### config.mk
export PLATFORM = sky130hd
export DESIGN_NAME = display_mux
export DESIGN_NICKNAME = d
export VERILOG_FILES = /design/src/rtl/display_pkg.sv /design/src/rtl/tick_gen.sv /design/src/rtl/display_mux.sv
export SDC_FILE = /design/constraint.sdc
export NUM_CORES = 1
export LEC_CHECK = 0
export ABC_CLOCK_PERIOD_IN_PS = 2600
export CAP_MARGIN = 20
export CELL_PAD_IN_SITES_DETAIL_PLACEMENT = 1
export CELL_PAD_IN_SITES_GLOBAL_PLACEMENT = 1
export CORE_MARGIN = 2
export CORE_UTILIZATION = 44
export DETAILED_ROUTE_END_ITERATION = 7
export PLACE_DENSITY_LB_ADDON = 0.1
export SETUP_SLACK_MARGIN = 0.2
export SLEW_MARGIN = 20
export SYNTH_ARGS = -nofsm -noshare
export SYNTH_HDL_FRONTEND = slang
export SYNTH_SLANG_ARGS = --single-unit
### constraint.sdc
create_clock -name clk -period 2.6 [get_ports clk]
set_clock_uncertainty 0.2 [all_clocks]
set_input_delay 0.52 -clock clk [delete_from_list [all_inputs] [get_ports clk]]
set_output_delay 0.52 -clock clk [all_outputs]
set_load 0.03 [all_outputs]
### src/rtl/display_pkg.sv
// Shared constants for the four-digit multiplexed display.
package display_pkg;

  localparam int NUM_DIGITS = 4;

  // Code driven to the segment decoder when a position must appear dark.
  localparam logic [3:0] BLANK_CODE = 4'hF;

  // Anode pattern per scan index (active-low, one-hot-low); entry 0 is rightmost.
  localparam logic [NUM_DIGITS-1:0][3:0] AN_TABLE = {4'b0111, 4'b1011, 4'b1101, 4'b1110};

  // Look up the anode pattern for a scan index.
  function automatic logic [3:0] index_to_an(input logic [1:0] idx);
    return AN_TABLE[idx];
  endfunction

endpackage

### src/rtl/tick_gen.sv
// Modulo-N counter producing a registered one-cycle pulse while the count
// sits at N-1, i.e. in the cycle whose closing edge wraps the count to 0.
module tick_gen #(
  parameter int N = 4
) (
  input  logic clk,
  input  logic rst,
  output logic wrap
);

  localparam int W = (N > 1) ? $clog2(N) : 1;
  localparam logic [W-1:0] LAST = W'(N - 1);
  localparam logic [W-1:0] ONE  = W'(1);

  logic [W-1:0] count_q, count_d;
  logic         wrap_q, wrap_d;

  // Next count wraps at N-1; the pulse is precomputed so it is a flop output.
  always_comb begin
    count_d = count_q;
    wrap_d  = 1'b0;
    if (count_q == LAST) begin
      count_d = {W{1'b0}};
    end else begin
      count_d = count_q + ONE;
    end
    wrap_d = (count_d == LAST);
  end

  // Counter and pulse registers, cleared asynchronously.
  always_ff @(posedge clk or posedge rst) begin
    if (rst) begin
      count_q <= {W{1'b0}};
      wrap_q  <= 1'b0;
    end else begin
      count_q <= count_d;
      wrap_q  <= wrap_d;
    end
  end

  assign wrap = wrap_q;

endmodule

### src/rtl/display_mux.sv
// Four-digit time-multiplexed display driver with per-position blinking.
// Optional leading-zero blanking of the leftmost digit is enabled by
// defining DISPLAY_MUX_LEAD_ZERO_BLANK_EN.
module display_mux
  import display_pkg::*;
#(
  parameter int REFRESH_DIV = 100000,
  parameter int BLINK_DIV   = 50000000
) (
  input  logic       clk,
  input  logic       rst,
  input  logic [3:0] digit0,
  input  logic [3:0] digit1,
  input  logic [3:0] digit2,
  input  logic [3:0] digit3,
  input  logic [3:0] blink_mask,
  output logic [3:0] digit_out,
  output logic [3:0] an,
  output logic       scan_tick
);

  logic       refresh_wrap_s;
  logic       blink_wrap_s;
  logic [1:0] index_q, index_d;
  logic       blink_on_q, blink_on_d;
  logic [3:0] an_q, an_d;
  logic [3:0] digit_out_q, digit_out_d;
  logic [3:0] sel_digit_s;
  logic       blank_s;

  tick_gen #(.N(REFRESH_DIV)) u_refresh (
    .clk  (clk),
    .rst  (rst),
    .wrap (refresh_wrap_s)
  );

  tick_gen #(.N(BLINK_DIV)) u_blink (
    .clk  (clk),
    .rst  (rst),
    .wrap (blink_wrap_s)
  );

  // Scan index advance and blink phase toggle.
  always_comb begin
    index_d    = index_q;
    blink_on_d = blink_on_q;
    if (refresh_wrap_s) begin
      index_d = index_q + 2'd1;
    end else begin
      index_d = index_q;
    end
    if (blink_wrap_s) begin
      blink_on_d = ~blink_on_q;
    end else begin
      blink_on_d = blink_on_q;
    end
  end

  // Select the active digit and decide whether it is blanked.
  always_comb begin
    sel_digit_s = digit0;
    blank_s     = 1'b0;
    case (index_q)
      2'd0:    sel_digit_s = digit0;
      2'd1:    sel_digit_s = digit1;
      2'd2:    sel_digit_s = digit2;
      2'd3:    sel_digit_s = digit3;
      default: sel_digit_s = BLANK_CODE;
    endcase
    blank_s = ~blink_on_q & blink_mask[index_q];
`ifdef DISPLAY_MUX_LEAD_ZERO_BLANK_EN
    // A zero in the minutes-tens position is suppressed; blink and this
    // coinciding still produce the single blank code.
    if ((index_q == 2'd3) && (digit3 == 4'd0)) begin
      blank_s = 1'b1;
    end else begin
      blank_s = ~blink_on_q & blink_mask[index_q];
    end
`else
    blank_s = ~blink_on_q & blink_mask[index_q];
`endif
    if (blank_s) begin
      digit_out_d = BLANK_CODE;
    end else begin
      digit_out_d = sel_digit_s;
    end
    an_d = index_to_an(index_q);
  end

  // State and output registers; reset forces all anodes off and a blank code.
  always_ff @(posedge clk or posedge rst) begin
    if (rst) begin
      index_q     <= 2'd0;
      blink_on_q  <= 1'b1;
      an_q        <= 4'b1111;
      digit_out_q <= BLANK_CODE;
    end else begin
      index_q     <= index_d;
      blink_on_q  <= blink_on_d;
      an_q        <= an_d;
      digit_out_q <= digit_out_d;
    end
  end

  assign an        = an_q;
  assign digit_out = digit_out_q;
  assign scan_tick = refresh_wrap_s;

endmodule

==> out/results.ini <==
[setup_path]
worstPathArrival_ps = 2320
cp.buffers_inverters = 2
crit_family = simple AND/OR/NAND/NOR gates
critPathCaptureType = flip-flop
cpMaxStageDelayCell = nor4_1
worstPathCellList = buf_4 -> buf_4 -> and4_2 -> nand2_1 -> xor2_1 -> nor4_1 -> nand4bb_1 -> nor4_2
crit_required_ps = 2630
crit_type = flip-flop to flip-flop
critical_path.startpoint_type = flip-flop
cpMostUsedCell = buf_4
cp_max_fo = 6
slowest_delay_ps = 400

[detailed_routing]
met1_length_um = 2990
drc = 0
antenna_left = 0
drt_iter0_drc = 78
met2WireLength_um = 3660
drtPass1Iterations = 5
top_layer_used = met4
drt_wl_total_um = 6880
wl_per_cell_um = 16.8
vias_per_cell = 5.66
dr_wl_met3_um = 137
vias = 2321

[pwr]
ir_worst_vdd_uv = 249
power_frac_comb = 0.047
switching_share = 0.206
power_frac_clock = 0.373
p_leak_uw = 0.00146
p_per_area_nw_per_um2 = 428
seq_power_share = 0.579
intPower_uw = 1200
switching_power_uw = 312

[global_route]
grt_pass1_wl_um = 11600
overflow = 0
grt_max_degree = 26
antenna_found_initial = 0
track_usage = 0.199
grt_pass1_vias = 2458

[timing]
period_needed_ps = 2290
fin_setup_tns_ps = 0
tightestPinTransition_ps = 524
fmax_mhz = 436
fin_crit_sh = 0.882
relSlewSlack = 0.648
setup_viol = 0
grt_setup_unrepaired = no
finalHoldViolations = 0
drv_slew = 0

[die]
die_area_um2 = 7390
die_w_um = 86.0
core_um2 = 6420
die_h_um = 86.0
ios = 31
initial_utilization = 0.461
num_rows = 29

[synth]
ys_seq_area_frac = 0.478
yosys.area.top_type_share = 0.398
yosysTopAreaCell = dfrtp_1
syn-cell-area_um2 = 2960
avgSynthCellArea_um2 = 10.1
async_reset_ff_frac = 1.00
yosys-top-cells-area = dfrtp_1, dfstp_2, xor2_1, xnor2_1, nor2_1
synth_cell_type_count = 52
synth_nets = 322
postSynthCellCount = 293
yosysWarnings = 0
synth_edf_count = 0
ys.flop_type = dfrtp_1
ys_seq_elements = 56

[clock_network]
clk_path_buf_depth = 2
clock_latency_ps = 310
htreeDepth = 2
cts_tree = built
clk_pin_slew_worst_paths_ps = 100
cts_sinks = 56
cts-root-buf = clkbuf_8
numCtsBuffers = 5

[cells_and_area]
diodes = 0
layout-drive-gt1-share = 0.153
nets = 361
area_growth_pct = 19.7
fin_util = 0.551

[placement]
dp_hpwl_um = 5050
portBuffers = 30
gp_congestion = 0.830

[job]
maxCapViolCount = 0

[run_status]
status = complete, no violations

[worst_hold_path]
hold_class = flip-flop to flip-flop

metrics by stage:
| stage | cell area [um2] | cells | total power (uW) | worst slack [ps] | hold WS [ps] |
|---|---|---|---|---|---|
| after CTS | 3490 | 407 | 1530 | 210 | 239 |
| after global routing | 3540 | 410 | 1570 | 180 | 267 |
| after global placement | 3360 | 397 | 966 | 209 | 230 |
| final | 3540 | 410 | 1510 | 306 | 228 |
| after detailed placement | 3360 | 397 | 967 | 117 | 235 |
| after floorplan | 2960 | 293 | 918 | 214 | 182 |
power by group through the flow:
| stage | Combinational [uW] | Sequential, uW | Clock, uW |
|---|---|---|---|
| after floorplan | 17.1 | 901 | 0 |
| after global placement | 72.0 | 894 | 0 |
| after detailed placement | 73.4 | 894 | 0 |
| after CTS | 73.6 | 877 | 578 |
| after global routing | 79.0 | 878 | 614 |
| final | 71.6 | 877 | 565 |
area by class of cell:
class / instances / area [um2]
repair buffers: 43 / 410
flip-flops and latches: 56 / 1420
clock inverters: 2 / 35.0
well taps: 77 / 96.3
inverters: 9 / 33.8
fillers: 715 / 2880
clock buffers: 6 / 72.6
multi-input cells: 217 / 1480
what timing repair did:
action | CTS | global route
buffers inserted | 2 | 3
setup endpoints to repair | 1 | 1
pin swaps | 0 | 1
hold buffers | 0 | 0
resized for setup | 2 | 8
sequential cells by signal, summed over array words and instances, names as in the netlist:
signal / count
u_blink.count_q: 26
u_refresh.count_q: 17
an: 4
digit_out: 4
index_q: 2
blink_on_q: 1
u_blink.wrap: 1
u_refresh.wrap: 1
worst reg2reg max path, delay by kind of cell (launching register included):
family        cells  cell delay [ps]
simple gates      5             1270
buf+inv           2              220
xor+xnor          1              170
flops             1              370
cell usage in the layout (no fill, tap or decap), drive strengths merged, types with 3 or more instances in the layout:
master / count
a21oi: 5
a222oi: 4
and3: 4
and4: 6
buf: 13
clkbuf: 6
clkdlybuf4s50: 30
dfrtp: 47
dfstp: 9
ha: 7
inv: 9
nand2: 28
nand2b: 3
nand3: 20
nand3b: 3
nand4: 12
nor2: 35
nor2b: 3
nor3: 5
nor3b: 3
nor4: 5
o21ai: 6
or3: 5
xnor2: 19
xor2: 21
routing by layer:
metal | track usage | up-vias
met3 | 0.0356 | 8
met2 | 0.352 | 27
met1 | 0.246 | 1177
met5 | 0 | -
met4 | 0.0592 | 0
li1 | - | 1109
Yosys cell counts (5+ instances only):
cell and count:
o21ai_0 6, nand2_1 28, xnor2_1 19, a21oi_1 5
inv_1 9, ha_1 7, dfrtp_1 47, or3_1 5
xor2_1 21, nand4_1 12, nor2_1 35, nand3_1 18
dfstp_2 9
final timing paths:
check	endpoint	slack [ps]	start	cells after the start
max in group asynchronous	an[1]	1290	rst	3
max reg2reg	u_blink.wrap	310	u_blink.count_q[0]	8
min in group asynchronous	u_refresh.count_q[11]	340	rst	2
max	u_blink.wrap	310	u_blink.count_q[0]	8
min reg2reg	blink_on_q	230	u_blink.wrap	1
min	blink_on_q	230	u_blink.wrap	1
cells by family (layout without fill, tap and decap cells):
family,Yosys count,after routing,synth area share
AO/OA/AOI/OAI,25,25,0.0584
XOR/XNOR,40,40,0.118
adder cells (fa/ha/maj),7,7,0.0296
buffers and inverters,20,60,0.0351
flip-flops,56,56,0.478
multiplexers,2,2,0.0127
AND/OR/NAND/NOR,143,143,0.268
Note: power is estimated with default switching activity, not from simulation.
